## src/rtl/free_list.sv

```systemverilog
`default_nettype none
// ============================================================================
//  free_list : circular physical-tag free list, 2-wide allocate / 2-wide free
//  Rev 1.0
// ============================================================================
module free_list #(
   parameter int FL_DEPTH    = 64,
   parameter int FL_FIRST_PR = 32
) (
   input  logic                              clock,
   input  logic                              reset,
   input  logic [1:0]                        id_dispatch_num,
   input  logic                              id_valid_inst0,
   input  logic                              id_valid_inst1,
   input  logic [1:0]                        rob_retire_num,
   input  logic [6:0]                        rob_retire_told0,
   input  logic [6:0]                        rob_retire_told1,
   input  logic                              rob_recover,
   output logic [6:0]                        fl_pr0,
   output logic [6:0]                        fl_pr1,
   output logic [1:0]                        fl_free_num,
   output logic [$clog2(FL_DEPTH):0]         fl_count,
   output logic                              fl_overflow
);

   localparam int c_ptr_w = $clog2(FL_DEPTH);
   localparam int c_cnt_w = c_ptr_w + 1;
   localparam logic [c_cnt_w-1:0] c_depth = c_cnt_w'(FL_DEPTH);

   logic [6:0]         r_entry [FL_DEPTH];
   logic [c_ptr_w-1:0] r_head;
   logic [c_ptr_w-1:0] r_tail;
   logic [c_ptr_w-1:0] r_rt_head;
   logic [c_cnt_w-1:0] r_count;
   logic               r_overflow;

   logic [1:0]         w_disp;
   logic [1:0]         w_ret;
   logic               w_pop0;
   logic               w_pop1;
   logic [1:0]         w_npop;
   logic [c_cnt_w-1:0] w_space;
   logic               w_ovf;
   logic [1:0]         w_npush;
   logic [c_ptr_w-1:0] w_head1;
   logic [c_ptr_w-1:0] w_tail1;
   logic [c_ptr_w-1:0] w_rt_next;

   // Encoding 3 is illegal on both request buses and behaves as idle.
   assign w_disp = (id_dispatch_num == 2'd3) ? 2'd0 : id_dispatch_num;
   assign w_ret  = (rob_retire_num  == 2'd3) ? 2'd0 : rob_retire_num;

   assign w_pop0 = (w_disp != 2'd0) && id_valid_inst0 && (r_count != '0);
   assign w_pop1 = (w_disp == 2'd2) && id_valid_inst1 &&
                   (r_count >= (c_cnt_w'(1) + c_cnt_w'(w_pop0)));
   assign w_npop = rob_recover ? 2'd0 : (2'(w_pop0) + 2'(w_pop1));

   // Room left this cycle counts the slots freed by same-cycle pops.
   assign w_space   = c_depth - r_count + c_cnt_w'(w_npop);
   assign w_ovf     = c_cnt_w'(w_ret) > w_space;
   assign w_npush   = w_ovf ? w_space[1:0] : w_ret;

   assign w_head1   = r_head + c_ptr_w'(1);
   assign w_tail1   = r_tail + c_ptr_w'(1);
   assign w_rt_next = r_rt_head + c_ptr_w'(w_npush);

   always_ff @(posedge clock or negedge reset) begin
      if (!reset) begin
         for (int i = 0; i < FL_DEPTH; i++) begin
            r_entry[i] <= 7'(FL_FIRST_PR + i);
         end
         r_head     <= '0;
         r_tail     <= '0;
         r_rt_head  <= '0;
         r_count    <= c_depth;
         r_overflow <= 1'b0;
      end else begin
         if (w_npush != 2'd0) begin
            r_entry[r_tail] <= rob_retire_told0;
         end
         if (w_npush == 2'd2) begin
            r_entry[w_tail1] <= rob_retire_told1;
         end
         r_tail     <= r_tail + c_ptr_w'(w_npush);
         r_rt_head  <= w_rt_next;
         r_overflow <= r_overflow | w_ovf;
         if (rob_recover) begin
            r_head  <= w_rt_next;
            r_count <= c_depth;
         end else begin
            r_head  <= r_head + c_ptr_w'(w_npop);
            r_count <= r_count - c_cnt_w'(w_npop) + c_cnt_w'(w_npush);
         end
      end
   end

   // A lone slot-1 allocation takes the tag at head, so slot 1 follows valid0.
   assign fl_pr0      = r_entry[r_head];
   assign fl_pr1      = id_valid_inst0 ? r_entry[w_head1] : r_entry[r_head];
   assign fl_free_num = (r_count >= c_cnt_w'(2)) ? 2'd2 : r_count[1:0];
   assign fl_count    = r_count;
   assign fl_overflow = r_overflow;

endmodule
`default_nettype wire

```

## config.mk

```make
export PLATFORM = sky130hd
export DESIGN_NAME = free_list
export DESIGN_NICKNAME = d
export VERILOG_FILES = /design/src/rtl/free_list.sv
export SDC_FILE = /design/constraint.sdc
export NUM_CORES = 2
export LEC_CHECK = 0
export BUFFER_PORTS_ARGS = -buffer_cell sky130_fd_sc_hd__buf_4
export CORE_ASPECT_RATIO = 0.6
export CORE_MARGIN = 4
export CORE_UTILIZATION = 43
export DETAILED_ROUTE_END_ITERATION = 10
export GPL_TIMING_DRIVEN = 0
export PLACE_DENSITY = 0.6
export SETUP_SLACK_MARGIN = 0.3
export SLEW_MARGIN = 20
export SYNTH_ARGS = -nofsm -noshare
export SYNTH_HDL_FRONTEND = slang
export SYNTH_SLANG_ARGS = --single-unit
```

## constraint.sdc

```tcl
create_clock -name clock -period 7.03 [get_ports clock]
set_input_delay 0.3515 -clock clock [delete_from_list [all_inputs] [get_ports clock]]
set_output_delay 0.3515 -clock clock [all_outputs]
set_load 0.05 [all_outputs]
```

# Word-level counts from Yosys, hierarchy flattened
# Index checks and enable logic that the tools add are counted.
[word_totals]
ff_bits = 474
in_bits = 23
out_inout_bits = 24
word_cells = 129
[classes]
n_addsub = 11
n_lt_le_gt_ge = 9
eq_ne = 4
mux = 22
n_bitwise = 5
reduce_logical = 9
[ops]
columns = ["operator", "n"]
rows = [
  ["bitwise mux 448 bit", 2],
  ["2-to-1 mux 448 bit", 2],
  ["binary-select mux 7 bit (select 6 bit)", 2],
  ["demux 7 bit (select 6 bit)", 2],
  ["2-to-1 mux 7 bit", 8],
  ["greater-or-equal comparator 7 bit (second input constant)", 4],
  ["NOT 6 -> 7 bit", 4],
  ["adder 6 x 2 -> 6 bit", 3],
  ["adder 7 x 2 -> 7 bit", 2],
  ["less-than comparator 7 x 1 -> 1 bit (second input constant)", 2],
  ["adder 6 x 1 -> 6 bit (second input constant)", 2],
  ["2-to-1 mux 2 bit", 5],
  ["equality test 2 bit (second input constant)", 4],
  ["greater-or-equal comparator 7 x 2 -> 1 bit", 1],
  ["greater-or-equal comparator 7 x 2 -> 1 bit (second input constant)", 1],
  ["greater-than comparator 2 x 7 -> 1 bit", 1],
  ["nonzero test 7 bit", 1],
  ["subtractor 7 x 2 -> 7 bit", 1],
  ["subtractor 7 bit (first input constant)", 1],
  ["logical AND 1 bit", 6],
  ["2-to-1 mux 6 bit", 1],
  ["nonzero test 2 bit", 2],
  ["adder 1 x 1 -> 2 bit", 1],
  ["adder 1 x 1 -> 2 bit (first input constant)", 1],
  ["bitwise OR 1 bit", 1],
]

# Depth between registers and ports, before layout
[depth]
word_depth = 17
mapped_depth = 35
mapped_depth_nobuf = 35

# Worst setup path after synthesis
# No wires, ideal clock.
[synth_path]
path_type = "register -> register"
from = "register r_count[3] (netlist: fl_count[3])"
to = "register r_count[6] (netlist: fl_count[6])"
setup_ns = 0.088
arrival_time_ns = 6.640
required_time_ns = 6.942
path_slack_ns = 0.302
path_stages_with_launch = 33
path_buffers = 1
cell_sequence = "dfrtp_1 inv_1 ha_1 nand3_1 o311ai_0 ha_1 inv_1 o22ai_1 nand2_1 a31oi_1 ha_1 nand2b_1 ha_1 inv_1 fa_1 inv_1 ha_1 nor2b_1 o211ai_1 nor2_1 a21oi_1 clkbuf_1 a21o_1 fa_1 inv_1 fa_1 nand2b_1 a21oi_1 nor2_1 or2_2 a21oi_1 nor3_1 or3_1"
[synth_between]
elab_chain_cells = 12
[synth_lines]
columns = ["item", "line", "text"]
rows = [
  ["start, declared", "34", "logic [c_cnt_w-1:0] r_count;"],
  ["start signal, assigned", "75", "r_count <= c_depth;"],
  ["start signal, assigned", "89", "r_count <= c_depth;"],
  ["start signal, assigned", "92", "r_count <= r_count - c_cnt_w'(w_npop) + c_cnt_w'(w_npush);"],
  ["nonzero test 7 bit", "53", "assign w_pop0 = (w_disp != 2'd0) && id_valid_inst0 && (r_count != '0);"],
  ["logical AND 1 bit", "53", ""],
  ["adder 1 x 1 -> 2 bit", "55", "(r_count >= (c_cnt_w'(1) + c_cnt_w'(w_pop0)));"],
  ["greater-or-equal comparator 7 x 2 -> 1 bit", "55", ""],
  ["logical AND 1 bit", "54", "assign w_pop1 = (w_disp == 2'd2) && id_valid_inst1 &&"],
  ["adder 1 x 1 -> 2 bit", "56", "assign w_npop = rob_recover ? 2'd0 : (2'(w_pop0) + 2'(w_pop1));"],
  ["2-to-1 mux 2 bit", "56", ""],
  ["adder 7 x 2 -> 7 bit", "59", "assign w_space = c_depth - r_count + c_cnt_w'(w_npop);"],
  ["greater-than comparator 2 x 7 -> 1 bit", "60", "assign w_ovf = c_cnt_w'(w_ret) > w_space;"],
  ["2-to-1 mux 2 bit", "61", "assign w_npush = w_ovf ? w_space[1:0] : w_ret;"],
  ["adder 7 x 2 -> 7 bit *", "92", ""],
  ["2-to-1 mux 7 bit *", "87", "if (rob_recover) begin"],
]
# Mark *: on every way between the ends. The rest lies on a longest branch, timed or not.

# Worst setup path after layout
[layout_path]
from = "register r_count[3] (netlist: fl_count[3])"
to = "register r_entry[269] (netlist name)"
[layout_between]
elab_chain_cells = 14
[layout_lines]
columns = ["item", "line", "text"]
rows = [
  ["nonzero test 7 bit", "53", ""],
  ["logical AND 1 bit", "53", ""],
  ["adder 1 x 1 -> 2 bit", "55", ""],
  ["greater-or-equal comparator 7 x 2 -> 1 bit", "55", ""],
  ["logical AND 1 bit", "54", ""],
  ["adder 1 x 1 -> 2 bit", "56", ""],
  ["2-to-1 mux 2 bit", "56", ""],
  ["adder 7 x 2 -> 7 bit *", "59", ""],
  ["greater-than comparator 2 x 7 -> 1 bit", "60", ""],
  ["2-to-1 mux 2 bit *", "61", ""],
  ["nonzero test 2 bit", "78", "if (w_npush != 2'd0) begin"],
  ["2-to-1 mux 448 bit", "78", ""],
  ["bitwise mux 448 bit", "82", "r_entry[w_tail1] <= rob_retire_told1;"],
  ["2-to-1 mux 448 bit *", "81", "if (w_npush == 2'd2) begin"],
  ["end signal, assigned by index", "70", "r_entry[i] <= 7'(FL_FIRST_PR + i);"],
  ["end signal, assigned by index", "79", "r_entry[r_tail] <= rob_retire_told0;"],
  ["end signal, assigned by index", "82", ""],
  ["end, declared", "30", "logic [6:0] r_entry [FL_DEPTH];"],
]
# Marked as above.

==> summary.md <==
| Metric | Value |
|---|---|
| Run status | `completed` |
| Cell area after technology mapping | `0.0333 mm^2` |
| Placed Area | `0.0351 mm^2` |
| Overall die area | `0.0820 mm^2` |
| Total via count after detailed routing | `27,215` |
| Fraction of power consumed by combinational cells | `58.5%` |
| Number of antenna violations at the first check in global routing | `8` |
| Largest stage delay on the critical path | `670 ps` |
| Library cell occupying the most area in the post-synthesis netlist | `mux2_2` |
| Seq/Total Area, Yosys | `36.5%` |
| Reported net switching power | `9.78 mW` |
| Wire length of the first global-routing pass | `222,000 um` |
| Switching share of power | `47.9%` |
| Routed via count divided by cell count | `7.03` |
| Setup_tns | `0 ps` |
| Syn_area_per_cell | `12.3 um^2` |
| Synth Area in XOR/XNOR | `0.685%` |
| # setup viols final | `0` |
| Clock tree from TritonCTS | `built` |
| Main synth FF type | `dfrtp_1` |
| Initial core utilization | `43.7%` |
| Cell types with the largest area share after synthesis | `mux2_2 (25%), dfrtp_1 (19%), dfstp_2 (18%)` |
| Non-filler instance count after layout | `3,873` |
| Commonest cells in the netlist | `mux2_2 (736), dfrtp_1 (249), dfstp_2 (225)` |
| Clock latency reported for the late side of the worst-skew pair | `670 ps` |
| Chip width | `367 um` |
| Number of buffers on the longest clock path | `3` |
| Fraction of layout cells with a size suffix above 1 | `53.1%` |
| Buffers on Ports | `32` |
| EDFF count, synth | `0` |
| Buffer cell driving the clock tree root | `clkbuf_16` |
| Total count of hold-check failures in the final report | `0` |
| Iter 0 DRT Violations | `3,770` |
| Data required time at the worst endpoint | `7620 ps` |
| Largest net degree at the start of global routing | `98` |
| Drt total wl | `164,000 um` |
| Unrepaired setup endpoints after global routing | `no` |
| Clock Power Share | `15.3%` |
| Post-synthesis async set-or-reset flop share | `100%` |
| Number of levels the H-tree was split into | `2` |
| Compound-gate portion of the synthesized area | `6.56%` |
| Post-layout power | `20.4 mW` |
| Skew final | `40.1 ps` |
| Final Util | `49.0%` |
| Gr ovfl total | `0` |
| Largest family of logic cells by synthesized area | `multiplexers` |
| First-pass detailed-route iteration total | `9` |
| Clock buffers created by TritonCTS | `52` |
| Fill cell total of the finished layout | `6,848` |
| Number of clock sinks | `474` |
| Min-delay worst type | `in -> reg` |
| Floorplan core area | `0.0761 mm^2` |
| Drc violations | `0` |
| VDD IR max | `0.302 mV` |
| Most common cell in the synthesized netlist | `mux2_2` |
| Crit Path Category | `reg -> reg` |
| Vert. Die Dim | `223 um` |
| Crit share post-route | `92.4%` |
| Headroom to the max-slew limit | `9.46%` |
| Worst Max-Slew Pin Slew | `1360 ps` |
| RD Place Congestion | `1.08` |
| Highest net fanout along the worst path | `10` |
| Startpoint type of the worst setup path | `flop` |
| Area Overhead vs Synth | `12.2%` |
| Portion of netlist area occupied by mux cells | `43.1%` |
| Average wire per standard cell | `42.4 um` |
| Number of max-capacitance violations reported | `0` |
| Number of ports placed on the die boundary | `47` |
| CTS clock-pin slew for the worst setup and hold paths | `70 ps` |
| Leakage | `15.3 nW` |
| Final HPWL DP | `121,000 um` |
| Cell Int Power | `10.6 mW` |
| Number of instances in the synthesized netlist | `2,707` |
| Pwr dens | `547 mW/mm^2` |
| Largest delay contributor family on the critical path | `simple AND/OR/NAND/NOR gates` |
| Number of cells after detailed placement | `3,751` |
| Critical path data arrival time | `7080 ps` |
| Via count of the first global-routing pass | `26,370` |
| Worst path buffer plus inverter count | `7` |
| Adder-cell area share of the yosys netlist | `1.45%` |
| # nets final | `2,882` |
| Post-synthesis register bit count | `474` |
| Warning count from the yosys run | `0` |
| Post-route antenna net violation count | `0` |
| Count of standard-cell rows | `78` |
| Synthesized net count | `2,765` |
| Area of all placed cells without fillers | `0.0373 mm^2` |
| Type of element capturing the critical path | `flop` |
| Number of different library cells in the post-synthesis netlist | `76` |
| Total GRT Usage | `39.3%` |
| Portion of total power attributed to sequential cells | `26.3%` |
| Pins Over Slew Limit | `0` |
| Maximum achievable frequency | `154 MHz` |
| Post-layout min period | `6490 ps` |
| Slowest library cell on the worst path | `nor4_4` |
| Area share of and/or/nand/nor cells after synthesis | `8.13%` |
| Fraction of synthesized cell area taken by the top area cell type | `24.9%` |
-- worst reg2reg max path: stages, from the launching register on --
cell	delay (ps)
dfrtp_1	420
inv_2	130
ha_4	170
nand3_4	90
o311ai_4	320
ha_1	190
inv_1	40
o22ai_2	150
nand2_1	70
a31oi_1	190
ha_1	260
nand2b_1	100
ha_2	190
inv_2	40
fa_2	620
inv_4	60
ha_4	260
nor2b_4	120
o211ai_1	120
or2_1	250
buf_6	120
buf_4	180
nor4_4	670
nor2_1	510
clkbuf_1	490
o21ai_0	460
mux2_2	220
-- through the flow --
stage | setup slack [ps] | hold WS, ps
3_3_place_gp | -1050 | 454
2_1_floorplan | 302 | 55.9
4_1_cts | 332 | 168
5_1_grt | 278 | 214
3_5_place_dp | -1140 | 331
6_report | 537 | 180
-- per-layer routing --
metal,track usage (%),vias up,part of all wire (%)
li1,-,10481,-
met5,2.80,-,0.21
met1,54.5,14323,41
met2,50.1,2050,38
met4,14.5,11,4.4
met3,21.7,350,17
-- cells in the final DEF, fill, tap and decap left out, types with 30 or more instances in the layout --
cell / count
clkbuf_16: 53
mux2i_1: 131
a21oi_1: 108
buf_4: 57
nor2_1: 130
nand2_1: 136
o21ai_0: 30
dfrtp_1: 246
mux2_2: 736
dfstp_2: 225
clkbuf_1: 155
buf_2: 64
mux4_2: 200
-- cell families (layout without fill, tap and decap cells) --
| logic type | count (synthesis) | in the layout |
|---|---|---|
| compound gates | 327 | 327 |
| mux | 1087 | 1087 |
| fa+ha+maj | 35 | 35 |
| other cells | 0 | 5 |
| simple gates | 471 | 471 |
| xor+xnor | 26 | 26 |
| buf+inv | 287 | 448 |
| flops | 474 | 474 |
-- path summary, 6_finish.rpt --
check	from	end	slack, ps	cells after the start
hold / removal	rob_recover	r_head[1]$_DFF_PN0_	180	2
setup reg to reg	fl_count[3]$_DFF_PN0_	r_entry[269]$_DFF_PN1_	540	26
min in group asynchronous	reset	fl_count[4]$_DFF_PN0_	240	2
setup / recovery	fl_count[3]$_DFF_PN0_	r_entry[269]$_DFF_PN1_	540	26
max in group asynchronous	reset	r_entry[164]$_DFF_PN1_	5050	5
hold reg to reg	r_rt_head[5]$_DFF_PN0_	r_rt_head[5]$_DFF_PN0_	470	1
-- registers in the layout, indices dropped and copies added (netlist names) --
register,count
r_entry,448
fl_count,7
r_head,6
r_rt_head,6
r_tail,6
fl_overflow,1
-- what timing repair did --
| item | 4_1_cts | 5_1_grt |
|---|---|---|
| cloned | 0 | 0 |
| pin swaps | 5 | 17 |
| resized for setup | 27 | 23 |
| hold endpoints to repair | 42 | 0 |
| hold buffers | 1 | 0 |
| setup endpoints to repair | 112 | 57 |
| setup buffers | 7 | 10 |
-- power groups by stage --
stage / combinational, mW / sequential, mW / clock, mW
2_1_floorplan: 7.11 / 4.75 / 0
3_3_place_gp: 11.0 / 5.18 / 0
3_5_place_dp: 11.2 / 5.27 / 0
4_1_cts: 11.3 / 5.24 / 3.13
5_1_grt: 12.1 / 5.42 / 3.24
6_report: 11.9 / 5.36 / 3.12
-- area by class of cell --
| class | instances | area (um^2) | share of cell area, % |
|---|---|---|---|
| Timing Repair Buffer | 63 | 682 | 1.83 |
| Inverter | 34 | 138 | 0.369 |
| Tap cell | 1000 | 1250 | 3.35 |
| Multi-Input combinational cell | 1946 | 20100 | 53.9 |
| Buffer | 253 | 1100 | 2.96 |
| Sequential cell | 474 | 12100 | 32.6 |
| Clock inverter | 15 | 243 | 0.651 |
| Clock buffer | 83 | 1620 | 4.34 |
| Antenna cell | 5 | 12.5 | 0.0335 |
No activity file was read; power rests on OpenSTA's default activity.
